`src/rtl/rr_bank_arbiter_if.sv`:
```
// Consumer request/grant/response and PLM command/read-data bundle for rr_bank_arbiter.
// Combinational grant is the only flow control: an ungranted request is held by the consumer.
interface rr_bank_arbiter_if #(
    parameter int ADDR_WIDTH  = 4,
    parameter int VALUE_WIDTH = 8,
    parameter int NCONSUMERS  = 4,
    parameter int NBANKS      = 2,
    parameter int NPORTS      = 2
);
    localparam int BANK_BITS       = (NBANKS > 1) ? $clog2(NBANKS) : 0;
    localparam int REQ_WIDTH       = ADDR_WIDTH + VALUE_WIDTH + 2;
    localparam int PLM_INPUT_WIDTH = ADDR_WIDTH - BANK_BITS + VALUE_WIDTH + 1;
    localparam int NKERNELS        = NBANKS * NPORTS;

    logic [NCONSUMERS-1:0][REQ_WIDTH-1:0]     requests;
    logic [NCONSUMERS-1:0]                    grant;
    logic [NKERNELS-1:0][PLM_INPUT_WIDTH-1:0] out;
    logic [NKERNELS-1:0]                      plm_en;
    logic [NKERNELS-1:0][VALUE_WIDTH-1:0]     plm_rdata;
    logic [NCONSUMERS-1:0]                    resp_valid;
    logic [NCONSUMERS-1:0][VALUE_WIDTH-1:0]   resp_data;

    modport master (
        output requests, plm_rdata,
        input  grant, out, plm_en, resp_valid, resp_data
    );

    modport slave (
        input  requests, plm_rdata,
        output grant, out, plm_en, resp_valid, resp_data
    );
endinterface

```
`src/rtl/rr_bank_arbiter.sv`:
```
// Round-robin arbiter from NCONSUMERS requesters onto NBANKS x NPORTS PLM kernels with read-data return.
// Grant is same-cycle, PLM command 1 cycle later, read data 1+READ_LATENCY cycles after grant; no backpressure beyond holding ungranted requests.
module rr_bank_arbiter #(
    parameter int ADDR_WIDTH   = 4,
    parameter int VALUE_WIDTH  = 8,
    parameter int NCONSUMERS   = 4,
    parameter int NBANKS       = 2,
    parameter int NPORTS       = 2,
    parameter int READ_LATENCY = 1,
    parameter int PIVOT_MODE   = 1
) (
    input  logic             clk,
    input  logic             reset,
    rr_bank_arbiter_if.slave bus
);
    localparam int BANK_BITS = (NBANKS > 1) ? $clog2(NBANKS) : 0;
    localparam int BANK_W    = (BANK_BITS > 0) ? BANK_BITS : 1;
    localparam int LOCAL_W   = ADDR_WIDTH - BANK_BITS;
    localparam int NKERNELS  = NBANKS * NPORTS;
    localparam int CID_W     = $clog2(NCONSUMERS);
    localparam int DEPTH     = READ_LATENCY + 1;

    localparam logic [CID_W:0]   NC_EXT  = (CID_W+1)'(NCONSUMERS);
    localparam logic [CID_W-1:0] LAST_ID = CID_W'(NCONSUMERS - 1);

    typedef struct packed {
        logic                   valid;
        logic                   we;
        logic [ADDR_WIDTH-1:0]  addr;
        logic [VALUE_WIDTH-1:0] value;
    } req_t;

    typedef struct packed {
        logic                   we;
        logic [LOCAL_W-1:0]     local_addr;
        logic [VALUE_WIDTH-1:0] value;
    } cmd_t;

    typedef struct packed {
        logic             is_read;
        logic [CID_W-1:0] cid;
    } trk_t;

    if (NPORTS != 1 && NPORTS != 2) begin : g_bad_nports
        $error("rr_bank_arbiter: NPORTS must be 1 or 2");
    end
    if (NCONSUMERS < 2) begin : g_bad_nconsumers
        $error("rr_bank_arbiter: NCONSUMERS must be at least 2");
    end
    if (NBANKS < 1 || (NBANKS & (NBANKS - 1)) != 0) begin : g_bad_nbanks
        $error("rr_bank_arbiter: NBANKS must be a power of two");
    end
    if (READ_LATENCY < 1) begin : g_bad_latency
        $error("rr_bank_arbiter: READ_LATENCY must be at least 1");
    end

    function automatic logic [CID_W-1:0] next_id(input logic [CID_W-1:0] id);
        return (id == LAST_ID) ? '0 : id + CID_W'(1);
    endfunction

    // Ports of one bank start half a ring apart so they do not chase the same consumer.
    function automatic logic [CID_W-1:0] pivot_rst(input int k);
        return CID_W'(((k / NPORTS) + (k % NPORTS) * (NCONSUMERS / NPORTS)) % NCONSUMERS);
    endfunction

    req_t                  req       [NCONSUMERS];
    logic [BANK_W-1:0]     req_bank  [NCONSUMERS];
    logic [NCONSUMERS-1:0] valid_vec;

    logic [CID_W-1:0]      pivot_q   [NKERNELS];
    logic [CID_W-1:0]      pivot_d   [NKERNELS];
    logic [NKERNELS-1:0]   win_vld;
    logic [CID_W-1:0]      win_id    [NKERNELS];
    logic [NCONSUMERS-1:0] grant_w;

    cmd_t                  cmd_q     [NKERNELS];
    cmd_t                  cmd_d     [NKERNELS];
    logic [NKERNELS-1:0]   en_q;
    logic [NKERNELS-1:0]   en_d;
    trk_t                  trk_q     [NKERNELS][DEPTH];
    trk_t                  trk_d     [NKERNELS];

    logic [NCONSUMERS-1:0]  rv_w;
    logic [VALUE_WIDTH-1:0] rd_w     [NCONSUMERS];

    always_comb begin : p_decode
        for (int c = 0; c < NCONSUMERS; c++) begin
            req[c]       = req_t'(bus.requests[c]);
            req_bank[c]  = (NBANKS > 1) ? req[c].addr[BANK_W-1:0] : '0;
            valid_vec[c] = req[c].valid;
        end
    end

    // Kernels are visited bank by bank, port 0 first, so port 1 only sees consumers port 0 left over.
    always_comb begin : p_arb
        logic [NCONSUMERS-1:0]   taken;
        logic [NCONSUMERS-1:0]   elig;
        logic [2*NCONSUMERS-1:0] dbl;
        logic [NCONSUMERS-1:0]   rot;
        logic                    found;
        logic [CID_W-1:0]        off;
        logic [CID_W:0]          sum;
        int                      k;
        taken = '0;
        elig  = '0;
        dbl   = '0;
        rot   = '0;
        found = 1'b0;
        off   = '0;
        sum   = '0;
        k     = 0;
        for (int i = 0; i < NKERNELS; i++) begin
            win_vld[i] = 1'b0;
            win_id[i]  = '0;
        end
        for (int b = 0; b < NBANKS; b++) begin
            for (int p = 0; p < NPORTS; p++) begin
                k = b * NPORTS + p;
                for (int c = 0; c < NCONSUMERS; c++) begin
                    elig[c] = req[c].valid && (req_bank[c] == BANK_W'(b)) && !taken[c];
                end
                dbl   = {elig, elig};
                rot   = NCONSUMERS'(dbl >> pivot_q[k]);
                found = 1'b0;
                off   = '0;
                for (int i = 0; i < NCONSUMERS; i++) begin
                    if (!found && rot[i]) begin
                        found = 1'b1;
                        off   = CID_W'(i);
                    end
                end
                sum = {1'b0, pivot_q[k]} + {1'b0, off};
                if (sum >= NC_EXT) begin
                    sum = sum - NC_EXT;
                end
                win_vld[k] = found;
                win_id[k]  = sum[CID_W-1:0];
                if (found) begin
                    taken[sum[CID_W-1:0]] = 1'b1;
                end
            end
        end
        grant_w = taken;
    end

    always_comb begin : p_next
        for (int k = 0; k < NKERNELS; k++) begin
            cmd_d[k] = '0;
            en_d[k]  = win_vld[k];
            trk_d[k] = '0;
            if (win_vld[k]) begin
                cmd_d[k].we         = req[win_id[k]].we;
                cmd_d[k].local_addr = LOCAL_W'(req[win_id[k]].addr >> BANK_BITS);
                cmd_d[k].value      = req[win_id[k]].value;
                trk_d[k].is_read    = !req[win_id[k]].we;
                trk_d[k].cid        = win_id[k];
            end
            if (PIVOT_MODE == 0) begin
                pivot_d[k] = next_id(pivot_q[k]);
            end else begin
                pivot_d[k] = win_vld[k] ? next_id(win_id[k]) : pivot_q[k];
            end
        end
    end

    always_ff @(posedge clk) begin
        if (reset) begin
            en_q <= '0;
            for (int k = 0; k < NKERNELS; k++) begin
                cmd_q[k]   <= '0;
                pivot_q[k] <= pivot_rst(k);
                for (int s = 0; s < DEPTH; s++) begin
                    trk_q[k][s] <= '0;
                end
            end
        end else begin
            en_q <= en_d;
            for (int k = 0; k < NKERNELS; k++) begin
                cmd_q[k]    <= cmd_d[k];
                pivot_q[k]  <= pivot_d[k];
                trk_q[k][0] <= trk_d[k];
                for (int s = 1; s < DEPTH; s++) begin
                    trk_q[k][s] <= trk_q[k][s-1];
                end
            end
        end
    end

    // A consumer wins at most one kernel per cycle, so at most one tail entry can name it.
    always_comb begin : p_resp
        trk_t tail;
        tail = '0;
        for (int c = 0; c < NCONSUMERS; c++) begin
            rv_w[c] = 1'b0;
            rd_w[c] = '0;
        end
        for (int k = 0; k < NKERNELS; k++) begin
            tail = trk_q[k][READ_LATENCY];
            if (tail.is_read) begin
                rv_w[tail.cid] = 1'b1;
                rd_w[tail.cid] = bus.plm_rdata[k];
            end
        end
    end

    always_comb begin : p_out
        bus.grant      = reset ? '0 : grant_w;
        bus.plm_en     = reset ? '0 : en_q;
        bus.resp_valid = reset ? '0 : rv_w;
        for (int k = 0; k < NKERNELS; k++) begin
            bus.out[k] = reset ? '0 : cmd_q[k];
        end
        for (int c = 0; c < NCONSUMERS; c++) begin
            bus.resp_data[c] = (reset || !rv_w[c]) ? '0 : rd_w[c];
        end
    end

    a_grant_needs_valid: assert property (@(posedge clk) disable iff (reset)
        (grant_w & ~valid_vec) == '0);

    a_grant_count: assert property (@(posedge clk) disable iff (reset)
        $countones(grant_w) == $countones(win_vld));

endmodule

```
`src/flat_wrapper.sv`:
```
// flat-port wrapper written by rule: the top's interface ports become plain ports
module rr_bank_arbiter_flat 
#(
    parameter int ADDR_WIDTH   = 4,
    parameter int VALUE_WIDTH  = 8,
    parameter int NCONSUMERS   = 4,
    parameter int NBANKS       = 2,
    parameter int NPORTS       = 2,
    parameter int READ_LATENCY = 1,
    parameter int PIVOT_MODE   = 1
)
  (clk, reset, bus_requests, bus_plm_rdata, bus_grant, bus_out, bus_plm_en, bus_resp_valid, bus_resp_data);
  rr_bank_arbiter_if #(.ADDR_WIDTH(ADDR_WIDTH), .VALUE_WIDTH(VALUE_WIDTH), .NCONSUMERS(NCONSUMERS), .NBANKS(NBANKS), .NPORTS(NPORTS)) bus_i ();
  input  logic clk;
  input  logic reset;
  input wire logic [$bits(bus_i.requests)-1:0] bus_requests;
  input wire logic [$bits(bus_i.plm_rdata)-1:0] bus_plm_rdata;
  output wire logic [$bits(bus_i.grant)-1:0] bus_grant;
  output wire logic [$bits(bus_i.out)-1:0] bus_out;
  output wire logic [$bits(bus_i.plm_en)-1:0] bus_plm_en;
  output wire logic [$bits(bus_i.resp_valid)-1:0] bus_resp_valid;
  output wire logic [$bits(bus_i.resp_data)-1:0] bus_resp_data;
  assign bus_i.requests = bus_requests;
  assign bus_i.plm_rdata = bus_plm_rdata;
  assign bus_grant = bus_i.grant;
  assign bus_out = bus_i.out;
  assign bus_plm_en = bus_i.plm_en;
  assign bus_resp_valid = bus_i.resp_valid;
  assign bus_resp_data = bus_i.resp_data;
  rr_bank_arbiter #(.ADDR_WIDTH(ADDR_WIDTH), .VALUE_WIDTH(VALUE_WIDTH), .NCONSUMERS(NCONSUMERS), .NBANKS(NBANKS), .NPORTS(NPORTS), .READ_LATENCY(READ_LATENCY), .PIVOT_MODE(PIVOT_MODE)) u_core (.clk(clk), .reset(reset), .bus(bus_i));
endmodule
```
`config.mk`:
```
export PLATFORM = sky130hd
export DESIGN_NAME = rr_bank_arbiter_flat
export DESIGN_NICKNAME = d
export VERILOG_FILES = /design/src/rtl/rr_bank_arbiter_if.sv /design/src/rtl/rr_bank_arbiter.sv /design/src/flat_wrapper.sv
export SDC_FILE = /design/constraint.sdc
export NUM_CORES = 1
export LEC_CHECK = 0
export CAP_MARGIN = 20
export CORE_MARGIN = 1
export CORE_UTILIZATION = 44
export CTS_CLUSTER_DIAMETER = 60
export DETAILED_ROUTE_END_ITERATION = 8
export PLACE_DENSITY = 0.86
export SLEW_MARGIN = 10
export SYNTH_ARGS = -nofsm -noshare
export SYNTH_HDL_FRONTEND = slang
export SYNTH_SLANG_ARGS = --single-unit
```
`constraint.sdc`:
```
create_clock -name clk -period 22 [get_ports clk]
set_input_delay 6.6 -clock clk [delete_from_list [all_inputs] [get_ports clk]]
set_output_delay 6.6 -clock clk [all_outputs]
set_load 0.05 [all_outputs]
```
==> results.json <==
{
  "outcome": "finished clean",
  "clock_skew_ns": 0.00701,
  "slew_headroom_pct": 30.1,
  "grt_pass1_vias": 5855,
  "cts_tree": "done",
  "crit_arrival_ns": 14.72,
  "ctsHoldBuffers": 0,
  "place.gp.congestion": 0.931,
  "grt_pass1_wl_mm": 30.0,
  "critPathSlowestCell": "clkdlybuf4s50_1",
  "yosysWarnings": 0,
  "power_density_nw_per_um2": 155,
  "p_leak_nw": 3.15,
  "insertion_delay_ns": 0.34,
  "rr_startpoint": "u_core.pivot_q[0][0]$_SDFFE_PP0N_",
  "post-route-period-util_pct": 96.9,
  "netlist_top_cells_count": "nor2_1 (102), dfxtp_1 (84), nor2b_1 (71), a21oi_1 (47), and2_1 (41)",
  "hpwl_mm": 14.3,
  "grt_max_degree": 86,
  "worstSetupStartpointType": "input pin",
  "synth_area_leaders": "dfxtp_1 (26%), mux4_2 (11%), nor2b_1 (6.9%), nor2_1 (6.0%), and2_1 (4.0%)",
  "cp_max_fo": 16,
  "io_pins": 182,
  "r2r-end": "u_core.cmd_q[3][8]$_SDFF_PP0_",
  "dp.cells": 1049,
  "setup_slack_ns": 0.677,
  "clk_pin_slew_ns": 0.06,
  "pre_cts_slack_ns": 0.384,
  "tightestPinTransition_ns": 1.05,
  "intPower_mw": 0.710,
  "cp_slowest_stage_delay_ns": 0.55,
  "p_sw_mw": 0.618,
  "die_x_um": 123,
  "initialDrtViolationCount": 615,
  "wl_per_cell_um": 18.5,
  "cts_setup_buffers": 0,
  "synthMostInstantiatedCell": "nor2_1",
  "h-tree-depth": 3,
  "initial_utilization_pct": 45.6,
  "maxCapViolCount": 0,
  "n_antenna_cell": 0,
  "totalPowerFinal_mw": 1.33,
  "fmax_mhz": 46.9,
  "stdcell_count": 1065,
  "switching_share_pct": 46.5,
  "grt_antenna_before_repair": 0,
  "holdPathStages": 1,
  "cts_root_buf": "clkbuf_16",
  "drt_wl_total_mm": 19.7,
  "yosysTopAreaCell": "dfxtp_1",
  "portBuffers": 181,
  "synth_fp_nets": 842,
  "grt_use_total_pct": 25.9,
  "grt.overflow.total": 0,
  "timing.critical_path.mode_cell": "ha_1",
  "syn_area_per_cell_um2": 8.75,
  "p_seq_share_pct": 16.8,
  "synth_top_area_share_pct": 26.1,
  "ir_drop_uv": 152,
  "synth_edf_count": 0,
  "critical_path_required_ns": 15.40,
  "syn_inst": 735,
  "antenna_left": 0,
  "drv_slew": 0,
  "r2r_slack_ns": 13.66,
  "cp_top_family": "adder cells",
  "areaGrowthSynthToFinish_pct": 33.0,
  "cts_sinks": 84,
  "worstSetupPathType": "in2out",
  "combPwrFrac_pct": 72.5,
  "rr_worst_depth": 35,
  "vias": 6327,
  "syn_area_um2": 6430,
  "hp-start": "u_core.trk_q[0][3]$_SDFF_PP0_",
  "via_per_inst": 5.94,
  "numCtsBuffers": 9,
  "ys_seq_area_share_pct": 26.1,
  "die_h_um": 123,
  "ys_async_sr_fraction_pct": 0,
  "min_to": "u_core.trk_q[0][0]$_SDFF_PP0_",
  "p_clk_share_pct": 10.7,
  "synthDistinctLibCells": 78,
  "min_period_ns": 21.32,
  "dr.pass1.iters": 5,
  "drc": 0,
  "hp-class": "reg2reg",
  "endpoint_kind": "primary output",
  "path_buf_inv": 8,
  "setup_violations": 0,
  "synth_ff_type": "dfxtp_1",
  "yosys_register_bits": 84,
  "final_layout_size_suffix_gt1_share_pct": 11.4,
  "core_um2": 14100,
  "finalHoldViolations": 0,
  "nNetsFinal": 988,
  "die_area_um2": 15100,
  "clockBufferDepth": 2,
  "num_rows": 43
}
## worst register-to-register path, delay by kind of cell, from the launching register on
family	cells	cell delay (ns)
buffers and inverters	6	1.16
XOR/XNOR	3	0.58
adder cells (fa/ha/maj)	7	1.83
multiplexers	2	0.89
flip-flops	1	0.92
AO/OA/AOI/OAI	8	1.58
AND/OR/NAND/NOR	9	1.27
## metal layers
layer / vias to the layer above / GRT usage, % / wire length, um / part of all wire (%)
met5: - / 0 / 0 / 0
met4: 0 / 13.9 / 936 / 4.8
met3: 68 / 5.35 / 1600 / 8.1
met2: 330 / 44.0 / 9410 / 48
met1: 2950 / 30.7 / 7750 / 39
li1: 2979 / - / - / -
## per-stage QoR
| stage | setup TNS [ns] | hold WS (ns) | area [um^2] | util, % |
|---|---|---|---|---|
| after detailed placement | 0 | 0.422 | 8230 | 58.4 |
| after global placement | 0 | 0.424 | 8230 | 58.4 |
| after global routing | -0.000146 | 0.455 | 8560 | 60.7 |
| final | 0 | 0.429 | 8560 | 60.7 |
| after floorplan | 0 | 0.414 | 6430 | - |
| after CTS | 0 | 0.436 | 8510 | 60.4 |
## worst max-delay path by stage
stage                                 from      endpoint  slack, ns  depth (start not counted)
after floorplan           bus_requests[36]  bus_grant[0]       0.21                         41
after CTS                 bus_requests[13]  bus_grant[2]       0.29                         39
final                     bus_requests[41]  bus_grant[2]       0.68                         40
after detailed placement  bus_requests[13]  bus_grant[2]       0.38                         39
after global routing      bus_requests[41]  bus_grant[2]    -0.0001                         40
after global placement    bus_requests[13]  bus_grant[2]       0.68                         39
## cell usage in the layout, fill, tap and decap left out, types with 3 or more instances in the layout
cell type,count
a221oi_1,3
o21ai_0,11
nand3_1,14
a31o_2,4
a311oi_1,3
nor2_1,100
a22oi_1,34
nand2_1,22
nand2b_1,6
clkbuf_16,9
o22ai_1,13
and2_1,41
nor3_1,7
mux2i_1,25
o31ai_1,4
inv_1,20
xor2_2,3
a21oi_1,46
nor2b_1,70
buf_4,13
a211oi_1,34
mux4_1,7
ha_1,16
o21ai_1,5
nand3b_1,6
clkdlybuf4s50_1,176
nor3b_1,5
o2111ai_1,3
dfxtp_1,84
mux4_2,30
## flip-flops by register name (all words and copies together) (netlist names)
signal,cells
u_core.en_q,4
u_core.trk_q,24
u_core.pivot_q,8
u_core.cmd_q,48
## logic make-up (layout without fill, tap and decap cells)
| logic type | after synthesis | count (layout) | share of synthesized area (%) |
|---|---|---|---|
| multiplexers | 63 | 63 | 17.4 |
| flip-flops | 84 | 84 | 26.1 |
| XOR/XNOR | 5 | 5 | 1.21 |
| adder cells (fa/ha/maj) | 19 | 19 | 3.64 |
| AO/OA/AOI/OAI | 189 | 189 | 20.9 |
| AND/OR/NAND/NOR | 297 | 297 | 24.7 |
| buffers and inverters | 78 | 228 | 5.97 |
## repair_timing
item                       4_1_cts  5_1_grt
gates resized for setup          0       11
setup endpoints to repair        0        4
hold endpoints to repair         0        0
## final cells by class
cell class	instances	area [um^2]
clock buffer	11	253
clock inverter	4	25.0
fill	1193	5540
inverter	22	82.6
multi-input combinational	573	4410
sequential	84	1680
tap	180	225
timing repair buffer	191	1880
## power by group through the flow
| stage | Combinational [mW] | Clock (mW) | Sequential [mW] |
|---|---|---|---|
| floorplan | 0.758 | 0 | 0.210 |
| global placement | 0.923 | 0 | 0.224 |
| detailed placement | 0.941 | 0 | 0.225 |
| CTS | 0.948 | 0.143 | 0.222 |
| global route | 1.02 | 0.148 | 0.228 |
| finish | 0.962 | 0.143 | 0.223 |
Power figures use the tool's default switching activity.
